<file path="src/rtl/rlen_pkg.sv">
// rlen_pkg: shared types and field helpers for the run-length decoder.
// Token layout is {last, count, symbol}, symbol in the LSBs.
package rlen_pkg;

  typedef logic [0:0] state_t;

  localparam state_t IDLE = 1'b0;
  localparam state_t RUN  = 1'b1;

  localparam int SYM_LSB = 0;

  function automatic int tok_width(int sw, int cw);
    return sw + cw + 1;
  endfunction

  function automatic int max_run(int cw, int bias);
    return (1 << cw) - 1 + bias;
  endfunction

  function automatic int cnt_lsb(int sw);
    return sw;
  endfunction

  function automatic int last_pos(int sw, int cw);
    return sw + cw;
  endfunction

endpackage

</file>
<file path="src/rtl/rlen_dec_wrap.sv">
// rlen_dec_wrap: power-pin shell around the run-length decoder.
// Supply pins exist only when USE_POWER_PINS is defined.
module rlen_dec_wrap
  import rlen_pkg::*;
#(
  parameter int SYMBOL_WIDTH = 8,
  parameter int COUNT_WIDTH  = 4,
  parameter int LEN_BIAS     = 0
) (
`ifdef USE_POWER_PINS
  inout  wire  vccd1,
  inout  wire  vssd1,
`endif
  input  logic clk,
  input  logic reset,
  input  logic [tok_width(SYMBOL_WIDTH,COUNT_WIDTH)-1:0] rlen__input_r,
  input  logic rlen__input_r_vld,
  output logic rlen__input_r_rdy,
  output logic [SYMBOL_WIDTH:0] rlen__output_s,
  output logic rlen__output_s_vld,
  input  logic rlen__output_s_rdy,
  output logic rlen__err
);

  rlen_dec #(
    .SYMBOL_WIDTH(SYMBOL_WIDTH),
    .COUNT_WIDTH (COUNT_WIDTH),
    .LEN_BIAS    (LEN_BIAS)
  ) u_core (
    .clk               (clk),
    .reset             (reset),
    .rlen__input_r     (rlen__input_r),
    .rlen__input_r_vld (rlen__input_r_vld),
    .rlen__input_r_rdy (rlen__input_r_rdy),
    .rlen__output_s    (rlen__output_s),
    .rlen__output_s_vld(rlen__output_s_vld),
    .rlen__output_s_rdy(rlen__output_s_rdy),
    .rlen__err         (rlen__err)
  );

endmodule

</file>
<file path="src/rtl/rlen_dec.sv">
// rlen_dec: run-length decoder core.
// Expands {last, count, symbol} tokens into repeated symbol beats.
module rlen_dec
  import rlen_pkg::*;
#(
  parameter int SYMBOL_WIDTH = 8,
  parameter int COUNT_WIDTH  = 4,
  parameter int LEN_BIAS     = 0
) (
  input  logic clk,
  input  logic reset,
  input  logic [tok_width(SYMBOL_WIDTH,COUNT_WIDTH)-1:0] rlen__input_r,
  input  logic rlen__input_r_vld,
  output logic rlen__input_r_rdy,
  output logic [SYMBOL_WIDTH:0] rlen__output_s,
  output logic rlen__output_s_vld,
  input  logic rlen__output_s_rdy,
  output logic rlen__err
);

  localparam int LAST_BIT = last_pos(SYMBOL_WIDTH, COUNT_WIDTH);
  localparam int CNT_LSB  = cnt_lsb(SYMBOL_WIDTH);
  localparam int RW       = COUNT_WIDTH + 1;
  localparam logic [RW-1:0] BIAS = RW'(LEN_BIAS);
  localparam logic [RW-1:0] ONE  = RW'(1);

  state_t                  state;
  logic [SYMBOL_WIDTH-1:0] sym;
  logic                    last_q;
  logic [RW-1:0]           rem;
  logic                    err;

  logic                    tok_last;
  logic [COUNT_WIDTH-1:0]  tok_cnt;
  logic [SYMBOL_WIDTH-1:0] tok_sym;
  logic [RW-1:0]           tok_len;
  logic                    final_beat;
  logic                    in_rdy;
  logic                    acc;
  logic                    fire;

  assign tok_last = rlen__input_r[LAST_BIT];
  assign tok_cnt  = rlen__input_r[LAST_BIT-1:CNT_LSB];
  assign tok_sym  = rlen__input_r[CNT_LSB-1:SYM_LSB];
  assign tok_len  = {1'b0, tok_cnt} + BIAS;

  // Ready never looks at input valid; final beat chains to the next token.
  assign final_beat = (state == RUN) && (rem == ONE);
  assign in_rdy = reset
               && ((state == IDLE)
                || (final_beat && rlen__output_s_rdy));
  assign acc  = rlen__input_r_vld && in_rdy;
  assign fire = (state == RUN) && rlen__output_s_rdy;

  // Token load, beat countdown and sticky zero-length-last error.
  always_ff @(posedge clk or negedge reset) begin
    if (!reset) begin
      state  <= IDLE;
      sym    <= '0;
      last_q <= 1'b0;
      rem    <= '0;
      err    <= 1'b0;
    end else begin
      if (acc && (tok_len != '0)) begin
        state  <= RUN;
        sym    <= tok_sym;
        last_q <= tok_last;
        rem    <= tok_len;
      end else if (acc) begin
        state <= IDLE;
        rem   <= '0;
      end else if (fire) begin
        rem <= rem - ONE;
        if (rem == ONE) state <= IDLE;
      end
      if (acc && (tok_len == '0) && tok_last) err <= 1'b1;
    end
  end

  assign rlen__input_r_rdy  = in_rdy;
  assign rlen__output_s_vld = (state == RUN);
  assign rlen__output_s     = {last_q && (rem == ONE), sym};
  assign rlen__err          = err;

endmodule

</file>
<file path="config.mk">
export PLATFORM = sky130hd
export DESIGN_NAME = rlen_dec_wrap
export DESIGN_NICKNAME = d
export VERILOG_FILES = /design/src/rtl/rlen_pkg.sv /design/src/rtl/rlen_dec_wrap.sv /design/src/rtl/rlen_dec.sv
export SDC_FILE = /design/constraint.sdc
export NUM_CORES = 1
export LEC_CHECK = 0
export BUFFER_PORTS_ARGS = -buffer_cell sky130_fd_sc_hd__buf_2
export CORE_MARGIN = 3
export CORE_UTILIZATION = 24
export CTS_CLUSTER_SIZE = 8
export DETAILED_ROUTE_END_ITERATION = 10
export GPL_ROUTABILITY_DRIVEN = 0
export PLACE_DENSITY_LB_ADDON = 0.05
export SLEW_MARGIN = 25
export SYNTH_ARGS = -nofsm -noshare
export SYNTH_HDL_FRONTEND = slang
export SYNTH_SLANG_ARGS = --single-unit
</file>
<file path="constraint.sdc">
create_clock -name clk -period 2.03 [get_ports clk]
set_input_delay 0.609 -clock clk [delete_from_list [all_inputs] [get_ports clk]]
set_output_delay 0.609 -clock clk [all_outputs]
set_load 0.01 [all_outputs]
</file>
==> results of run 1 <==
-- cell families (layout without fill, tap and decap cells) --
family | after synthesis | count (layout)
muxes | 10 | 10
AOI/OAI and AO/OA | 8 | 8
adders and majority gates | 2 | 2
DFF | 16 | 16
xor gates and xnor gates | 4 | 4
buffers and inverters | 2 | 49
and+or+nand+nor | 21 | 21
-- sequential cells by signal (all words and copies together) (netlist names) --
register / count
u_core.sym: 8
u_core.rem: 5
u_core.last_q: 1
u_core.rlen__err: 1
u_core.rlen__output_s_vld: 1
-- how the worst max path moves through the flow --
stage | start | endpoint | depth (start not counted) | slack [ns]
after global routing | u_core.rem[1] | rlen__input_r_rdy | 7 | -0.16
after CTS | u_core.rem[1] | rlen__input_r_rdy | 7 | -0.07
after floorplan | u_core.rem[1] | rlen__input_r_rdy | 6 | 0.26
after global placement | u_core.rem[1] | rlen__input_r_rdy | 7 | 0.23
final | u_core.rem[1] | rlen__input_r_rdy | 7 | -0.06
after detailed placement | u_core.rem[1] | rlen__input_r_rdy | 7 | 0.20
-- metrics by stage --
step / setup TNS [ns] / instances / cell area, µm²
3_5_place_dp: 0 / 140 / 1030
4_1_cts: -0.0742 / 153 / 1140
2_1_floorplan: 0 / 63 / 795
5_1_grt: -0.201 / 154 / 1170
6_report: -0.0579 / 154 / 1170
3_3_place_gp: 0 / 140 / 1030
-- per-layer routing --
layer / part of all wire / global-route usage / vias to the layer above / wire length [µm]
li1: - / - / 319 / -
met4: 0.0073 / 0.0323 / 0 / 14
met2: 0.51 / 0.183 / 23 / 969
met1: 0.41 / 0.132 / 306 / 788
met3: 0.072 / 0.0428 / 2 / 138
met5: 0 / 0 / - / 0
-- worst max-delay path, delay by kind of cell, from the launching register on --
kind	cells	cell delay [ns]
fa+ha+maj	1	0.11
buf+inv	2	0.20
flops	1	0.40
simple gates	4	0.47
-- cell usage in the layout (no fill, tap or decap), types with 2 or more instances in the layout --
| master | synthesis | routed |
|---|---|---|
| ha_4 | 0 | 2 |
| nand2_1 | 6 | 6 |
| xnor2_1 | 3 | 3 |
| buf_2 | 0 | 28 |
| dfrtp_1 | 16 | 15 |
| o21ai_0 | 3 | 2 |
| nor2_1 | 5 | 5 |
| and2_1 | 2 | 2 |
| mux2_2 | 7 | 7 |
| clkbuf_4 | 0 | 3 |
| buf_4 | 0 | 15 |
| mux2_1 | 3 | 3 |
-- area by class of cell --
class,instances,area [µm²]
fillers,326,1930
multi-input cells,45,417
flip-flops and latches,16,402
repair buffers,43,253
well taps,44,55.1
clock buffers,4,36.3
inverters,2,7.51
-- power by group --
part / internal [mW] / total [mW] / leakage (nW) / switching (mW)
Combinational: 0.433 / 0.755 / 0.349 / 0.323
Clock: 0.109 / 0.215 / 0.0210 / 0.106
Sequential: 0.474 / 0.602 / 0.191 / 0.127
-- what timing repair did --
action / 4_1_cts / 5_1_grt
pin swaps: 3 / 1
endpoints found under the setup margin: 2 / 5
resized for setup: 3 / 4
cloned: 0 / 0
buffers inserted: 9 / 1
hold endpoints to repair: 0 / 0
==> flow_summary_export.csv, run 1 <==
group,metric,value,unit
status,status,"complete, but fails checks",
status,violations,"negative setup slack",
worst_setup_path,slowest_stage,"dfrtp_1",
sta,clock.fmax,479,MHz
cts,clkLatencyLatePin,0.29,ns
routing,ant_nets,0,
logic_synthesis,synth-main-ff-cell,"dfrtp_1",
power,leakage,0.561,nW
cts,cts_tree,"built",
logic_synthesis,syn-mean-instance-area,12.6,µm²
global_route,track_usage,0.110,
logic_synthesis,ys_seq_elements,16,
worst_setup_path,reg2reg_depth,11,
floorplan,rows,20,
power,peakVddDrop,570,µV
worst_setup_path,r2r_end,"u_core.rem[1]",
floorplan,dieArea,0.00404,mm²
sta,whs,0.251,ns
cts,numCtsBuffers,3,
placement,place_ws,0.204,ns
hold_path,hold_path.class,"input port to asynchronous set/reset pin",
worst_setup_path,crit_required,1.42,ns
routing,post_drt_wl_per_cell,12.4,µm
routing,finalWirelength,1910,µm
cts,cts_buffer_depth,2,
logic_synthesis,synth_top_area_share,0.504,
sta,worst_slack,-0.0579,ns
logic_synthesis,synth-xor-area-share,0.0441,
cts,clock-sinks,16,
logic_synthesis,synth_top_family_by_area,"simple AND/OR/NAND/NOR gates",
sta,setup_viol,1,
final_layout,diodes,0,
floorplan,dieHeight,63.5,µm
global_route,gr-total-overflow,0,
sta,relSlewSlack,0.773,
cts,hold_buffers,0,
final_layout,final_util,0.377,
logic_synthesis,synth_most_common_cell,"dfrtp_1",
cts,clk_pin_slew,0.10,ns
power,powerDensity,1340,mW/mm²
worst_setup_path,crit_arrival,1.48,ns
global_route,grt_max_degree,10,
floorplan,die_w,63.5,µm
sta,timing.final.max_slew_violations,0,
logic_synthesis,synth_edf_count,0,
logic_synthesis,synth_commonest_cells,"dfrtp_1 (16), mux2_2 (7), nand2_1 (6)",
sta,rsz0062_at_grt,"true",
sta,fin_crit,2.09,ns
floorplan,io_pins,29,
worst_setup_path,crit_path_max_incr_delay,0.40,ns
logic_synthesis,synthAdderAreaFrac,0.0315,
sta,hold_viol_final,0,
worst_setup_path,end_kind,"output port",
final_layout,syn_to_final_growth,47.2,%
worst_setup_path,crit_path_frequent_cell,"nand2_1",
sta,clock_skew,0.00511,ns
placement,io_buffers,28,
worst_setup_path,startpoint_type,"flip-flop",
routing,dr.pass1.iters,4,
sta,fin_crit_sh,1.03,
logic_synthesis,async_flop_share,1.00,
worst_setup_path,r2r_slack,0.07,ns
routing,drt_iter0_markers,18,
worst_setup_path,path_class,"flip-flop to output port",
logic_synthesis,synth_nets,82,
final_layout,drive_above_1_share,0.582,
sta,tightest_slew,0.336,ns
logic_synthesis,yosys-top-cells-area,"dfrtp_1 (50%), mux2_2 (9.9%), mux2_1 (4.3%), xnor2_1 (3.3%), ha_1 (3.1%)",
floorplan,core,0.00310,mm²
worst_setup_path,worstPathCellList,"inv_2 -> ha_4 -> nor4b_4 -> nand2_1 -> nand2_1 -> and2_1 -> buf_2",
logic_synthesis,yosysSeqAreaShare,0.504,
floorplan,start_util,0.256,
logic_synthesis,synth_compound_area_frac,0.0772,
global_route,antenna_found_initial,0,
logic_synthesis,ys_types,24,
logic_synthesis,muxShareOfSynthArea,0.142,
worst_setup_path,r2r-start,"u_core.rem[1]",
power,power,1.57,mW
global_route,grt_first_pass_wirelength,3370,µm
logic_synthesis,synthesis.area,795,µm²
logic_synthesis,yosys.area.top_type,"dfrtp_1",
routing,drcViolationCount,0,
logic_synthesis,synth_warnings,0,
worst_setup_path,cp_max_fo,3,
logic_synthesis,synthSimpleGateAreaFrac,0.192,
cts,cts-root-buf,"clkbuf_4",
cts,cts_max_level,1,
logic_synthesis,syn_inst,63,
final_layout,nets,130,
placement,post-dp-hpwl,1390,µm
routing,via_per_inst,4.22,
global_route,grt_pass1_vias,692,
routing,via_count,650,
run,maxCapViolations,0,
Note: power is estimated with default switching activity, not from simulation.
==> run 2, diff against run 1 <==
ABC_AREA = 1   (was default)
==> run 2 against run 1 <==
The flow now finishes without violations. Worst setup slack better by 0.079 ns. Total power decreased by 6.8%. Die area rose by 4.4%. First-iteration DRC count shrank 39%. Non-clock buffer count down 10. Synthesized cell count is 60% higher. Sequential power down 3%. Register-to-register slack improved by 0.24 ns. Fmax rose by 3.9%. Critical path depth unchanged. Global-route usage shrank 0.82 points. Highest routed layer unchanged. Final area fell by 4.5%. Largest power group unchanged. Critical path type unchanged.
==> flow_summary_export.csv, run 2 <==
group,metric,value,unit
status,status,"finished clean",
worst_setup_path,crit_arrival,1.40,ns
worst_setup_path,cp_max_fo,2,
routing,dr.pass1.iters,4,
worst_setup_path,crit_required,1.42,ns
floorplan,die_w,64.9,µm
cts,numCtsBuffers,3,
routing,ant_nets,0,
sta,tns,0,ns
global_route,grt_max_degree,22,
worst_setup_path,path_class,"flip-flop to output port",
sta,clock_skew,0.00295,ns
global_route,antenna_found_initial,0,
sta,timing.final.max_slew_violations,0,
sta,fin_crit,2.01,ns
logic_synthesis,yosysSeqAreaShare,0.480,
final_layout,final_cell_mix,"nand2_1 (40), buf_2 (28), dfrtp_1 (16), inv_1 (10)",
hold_path,hold_path.class,"input port to asynchronous set/reset pin",
routing,post_drt_wl_per_cell,11.1,µm
logic_synthesis,syn_inst,101,
final_layout,nets,157,
cts,cts-root-buf,"clkbuf_4",
logic_synthesis,synthesis.area,833,µm²
floorplan,io_pins,29,
worst_setup_path,end_kind,"output port",
floorplan,dieArea,0.00422,mm²
routing,drcViolationCount,0,
cts,clk_pin_slew,0.10,ns
global_route,grt_pass1_vias,769,
final_layout,largestRegisters,"u_core.sym: 8 flops, u_core.rem: 5 flops",
logic_synthesis,syn-mean-instance-area,8.25,µm²
power,leakage,0.622,nW
final_layout,final_common_cell,"nand2_1",
logic_synthesis,ys_types,20,
logic_synthesis,synth_warnings,0,
routing,drt_iter0_markers,11,
final_layout,diodes,0,
logic_synthesis,ys_seq_elements,16,
placement,post-dp-hpwl,1500,µm
global_route,gr-total-overflow,0,
logic_synthesis,synth_top_area_share,0.480,
sta,hold_viol_final,0,
logic_synthesis,synth_nets,120,
cts,hold_buffers,0,
cts,cts_buffer_depth,2,
power,powerDensity,1310,mW/mm²
placement,placedInstanceArea,0.00104,mm²
routing,via_count,750,
logic_synthesis,synth_commonest_cells,"nand2_1 (40), dfrtp_1 (16), inv_1 (12)",
worst_setup_path,startpoint_type,"flip-flop",
sta,tightest_slew,0.279,ns
routing,via_per_inst,4.14,
final_layout,drive_above_1_share,0.343,
final_layout,regMostFlops,"u_core.sym",
run,maxCapViolations,0,
global_route,track_usage,0.102,
sta,clock.fmax,498,MHz
cts,clock-sinks,16,
cts,cts_tree,"built",
floorplan,dieHeight,64.9,µm
floorplan,start_util,0.262,
logic_synthesis,synth_edf_count,0,
routing,finalWirelength,2010,µm
floorplan,core,0.00318,mm²
logic_synthesis,synth_most_common_cell,"nand2_1",
sta,rsz0062_at_grt,"true",
logic_synthesis,synth-main-ff-cell,"dfrtp_1",
sta,fin_crit_sh,0.989,
cts,cts_max_level,1,
cts,clkLatencyLatePin,0.29,ns
logic_synthesis,async_flop_share,1.00,
sta,setup_viol,0,
sta,relSlewSlack,0.814,
final_layout,postLayoutCellArea,0.00112,mm²
logic_synthesis,yosys.area.top_type,"dfrtp_1",
power,peakVddDrop,355,µV
global_route,grt_first_pass_wirelength,3300,µm
logic_synthesis,yosys-top-cells-area,"dfrtp_1 (48%), nand2_1 (18%), inv_1 (5.4%), nand4_1 (4.5%), nand3_1 (3.6%)",
final_layout,syn_to_final_growth,34.1,%
placement,io_buffers,28,
floorplan,rows,20,
final_layout,largest_register_ffs,8,
[run 2: final timing paths]
kind,from,to,slack [ns],cells past startpoint
setup / recovery,u_core.rem[1],rlen__input_r_rdy,0.02,7
hold / removal,reset,u_core.sym[5],0.29,2
setup reg to reg,u_core.rem[1],u_core.last_q,0.31,12
hold reg to reg,u_core.sym[3],u_core.sym[3],0.48,2
max in group asynchronous,reset,u_core.rem[1],1.52,2
min in group clk,u_core.sym[3],u_core.sym[3],0.48,2
[run 2: per-layer routing]
layer / track usage / vias up / wire length (µm)
met5: 0 / - / 0
met4: 0.0475 / 0 / 13
met2: 0.155 / 21 / 851
met3: 0.0277 / 2 / 127
li1: - / 394 / -
met1: 0.134 / 333 / 1020
[run 2: power by group]
| group | switching, mW | leakage [nW] | internal [mW] | total [mW] |
|---|---|---|---|---|
| Sequential | 0.112 | 0.198 | 0.471 | 0.583 |
| Clock | 0.109 | 0.0210 | 0.109 | 0.218 |
| Combinational | 0.378 | 0.404 | 0.286 | 0.664 |
| Total | 0.599 | 0.622 | 0.866 | 1.47 |
[run 2: cell families after synthesis]
logic type / synth area share
adder cells (fa/ha/maj): 0.0300
AO/OA/AOI/OAI: 0.0360
XOR/XNOR: 0.0210
flip-flops: 0.480
AND/OR/NAND/NOR: 0.372
buffers and inverters: 0.0601
[run 2: through the flow]
stage	utilization	std cells	hold slack (ns)	worst slack, ns	total power, mW
4_1_cts	0.341	179	0.295	0.0135	1.43
5_1_grt	0.352	181	0.298	-0.0573	1.60
2_1_floorplan	-	101	0.313	0.272	0.976
3_5_place_dp	0.327	174	0.460	0.205	1.20
3_3_place_gp	0.327	174	0.457	0.246	1.19
6_report	0.352	181	0.287	0.0214	1.47
[run 2: critical path, cell delays in order (launching register included)]
cell      delay [ns]
dfrtp_1         0.40
inv_2           0.08
ha_4            0.13
inv_2           0.04
nor2_4          0.10
nand3_2         0.08
a21boi_1        0.15
buf_2           0.14
[run 2: repair_timing]
| item | 4_1_cts | 5_1_grt |
|---|---|---|
| pin swaps | 1 | 3 |
| setup buffers | 1 | 2 |
| endpoints found under the setup margin | 1 | 2 |
| gates resized for setup | 3 | 4 |
[run 2: area by class of cell]
class / count / area (µm²)
multi-input combinational: 72 / 403
sequential: 16 / 400
tap: 44 / 55.1
timing repair buffer: 33 / 178
clock buffer: 4 / 36.3
inverter: 12 / 45.0
fill: 345 / 2060
==> run 3, diff against run 2 <==
HOLD_SLACK_MARGIN = 0.05   (was default)
clock period = 1.6 ns   (was 2.03 ns; I/O delays follow)
==> run 3 against run 2 <==
The flow now finishes with violations (negative setup slack). Count of clock-buffer cells in the layout is the same. Clock power is 25% higher. Core utilization rose by 4.4 points. Non-clock buffer count increased by 8. Register-to-register slack worse by 0.51 ns. Clock skew increased by 0.0026 ns. Routed wire length increased by 15%. Critical endpoint unchanged. First-iteration DRC count rose by 45%. Final area up 12%.
==> flow_summary_export.csv, run 3 (synthesis results as in run 2) <==
group,metric,value,unit
worst_setup_path,critical_path.endpoint,"rlen__input_r_rdy",
sta,clock_skew,0.00556,ns
sta,clock.fmax,549,MHz
routing,finalWirelength,2310,µm
sta,rsz0062_at_grt,"true",
cts,clkLatencyLatePin,0.29,ns
final_layout,syn_to_final_growth,50.8,%
routing,via_per_inst,4.18,
power,leakage,0.680,nW
routing,ant_nets,0,
power,comb_power_share,0.505,
final_layout,final_cell_mix,"nand2_1 (34), buf_2 (28), dfrtp_1 (16), buf_4 (11), inv_1 (10)",
final_layout,drive_above_1_share,0.456,
cts,cts_buffer_depth,2,
power,p_clk_frac,0.132,
cts,clk_pin_slew,0.10,ns
routing,via_count,799,
power,peakVddDrop,695,µV
placement,io_buffers,28,
sta,relSlewSlack,0.805,
routing,drt_iter0_markers,16,
final_layout,largest_register_ffs,8,
sta,worst_slack,-0.221,ns
final_layout,fillers,341,
final_layout,diodes,0,
worst_setup_path,cp_max_fo,2,
floorplan,io_pins,29,
cts,cts_max_level,1,
power,p_seq_frac,0.364,
worst_setup_path,r2r-start,"u_core.rem[1]",
power,p_sw,0.848,mW
sta,fin_crit,1.82,ns
worst_setup_path,crit_arrival,1.34,ns
cts,cts_tree,"built",
final_layout,nets,167,
final_layout,final_common_cell,"nand2_1",
final_layout,largestRegisters,"u_core.sym: 8 flops, u_core.rem: 5 flops",
power,switching_share,0.410,
status,violations,"negative setup slack",
floorplan,die_w,64.9,µm
routing,drcViolationCount,0,
worst_setup_path,r2r_slack,-0.20,ns
global_route,gr-total-overflow,0,
worst_setup_path,r2r_end,"u_core.sym[5]",
global_route,grt_first_pass_wirelength,3460,µm
global_route,antenna_found_initial,0,
status,status,"complete, but fails checks",
worst_setup_path,path_class,"flip-flop to output port",
cts,clock-sinks,16,
final_layout,regMostFlops,"u_core.sym",
worst_setup_path,end_kind,"output port",
worst_setup_path,startpoint,"u_core.rem[1]",
global_route,grt_max_degree,11,
worst_setup_path,reg2reg_depth,13,
hold_path,hold_path.class,"input port to asynchronous set/reset pin",
worst_setup_path,startpoint_type,"flip-flop",
global_route,track_usage,0.106,
cts,numCtsBuffers,3,
run,maxCapViolations,0,
routing,dr.pass1.iters,4,
floorplan,start_util,0.262,
final_layout,final_cells,191,
routing,post_drt_wl_per_cell,12.1,µm
final_layout,final_util,0.395,
floorplan,rows,20,
floorplan,core,0.00318,mm²
global_route,grt_pass1_vias,774,
sta,setup_viol,18,
cts,cts-root-buf,"clkbuf_4",
sta,timing.final.max_slew_violations,0,
floorplan,dieArea,0.00422,mm²
worst_setup_path,crit_required,1.12,ns
sta,fin_crit_sh,1.14,
floorplan,dieHeight,64.9,µm
placement,dp_cells,178,
power,powerDensity,1650,mW/mm²
placement,post-dp-hpwl,1630,µm
sta,tightest_slew,0.292,ns
sta,hold_viol_final,0,
power,internal-power,1.22,mW
[run 3: cell types whose count changed in the layout (fill, tap and decap cells not counted), sizes merged]
cell and change:
buf +8, nand3 +1, nor2 +1
[run 3: per-stage QoR]
stage / setup WS, ns / instance area (µm²) / setup TNS [ns] / hold WS [ns] / power (mW)
after floorplan: 0.0538 / 833 / 0 / 0.184 / 1.24
final: -0.221 / 1260 / -3.01 / 0.131 / 2.07
after CTS: -0.287 / 1150 / -3.39 / 0.122 / 1.92
after detailed placement: -0.00661 / 1070 / -0.00661 / 0.453 / 1.55
after global routing: -0.330 / 1260 / -5.04 / 0.121 / 2.26
after global placement: 0.0375 / 1070 / 0 / 0.453 / 1.54
[run 3: timing repair]
item	in CTS	in global routing
pin swaps	6	8
endpoints found under the setup margin	2	18
setup buffers	4	3
gates resized for setup	7	15
hold buffers	0	0
gates cloned	0	2
hold endpoints to repair	0	0
[run 3: worst min path at each step]
stage | end | cells past startpoint
finish | u_core.rem[1] | 2
global placement | u_core.last_q | 2
CTS | u_core.rem[1] | 2
detailed placement | u_core.rem[1] | 2
global route | u_core.rem[1] | 2
floorplan | u_core.last_q | 0
[run 3: routing by layer]
metal	GRT usage	share of wire
met1	0.135	0.47
met4	0.0237	0.0082
met2	0.169	0.46
met5	0	0
met3	0.0399	0.062
[run 3: critical path, stage by stage (launching register included)]
cell and delay [ns]:
dfrtp_1 0.40, inv_2 0.08, ha_4 0.12, inv_2 0.04, nor2_4 0.08, nand3_2 0.07, a21boi_1 0.11, buf_2 0.14
[run 3: cell type report]
type                       instances  area (µm²)  share of cell area
multi-input combinational         74         474               0.377
inverter                          12        45.0              0.0359
clock buffer                       4        36.3              0.0289
timing repair buffer              41         245               0.195
tap                               44        55.1              0.0438
sequential                        16         400               0.319
[run 3: power groups by stage]
stage | Clock, mW | Sequential [mW] | Combinational [mW]
6_report | 0.273 | 0.754 | 1.05
3_5_place_dp | 0 | 0.736 | 0.817
2_1_floorplan | 0 | 0.781 | 0.459
5_1_grt | 0.300 | 0.787 | 1.17
3_3_place_gp | 0 | 0.730 | 0.811
4_1_cts | 0.288 | 0.742 | 0.888
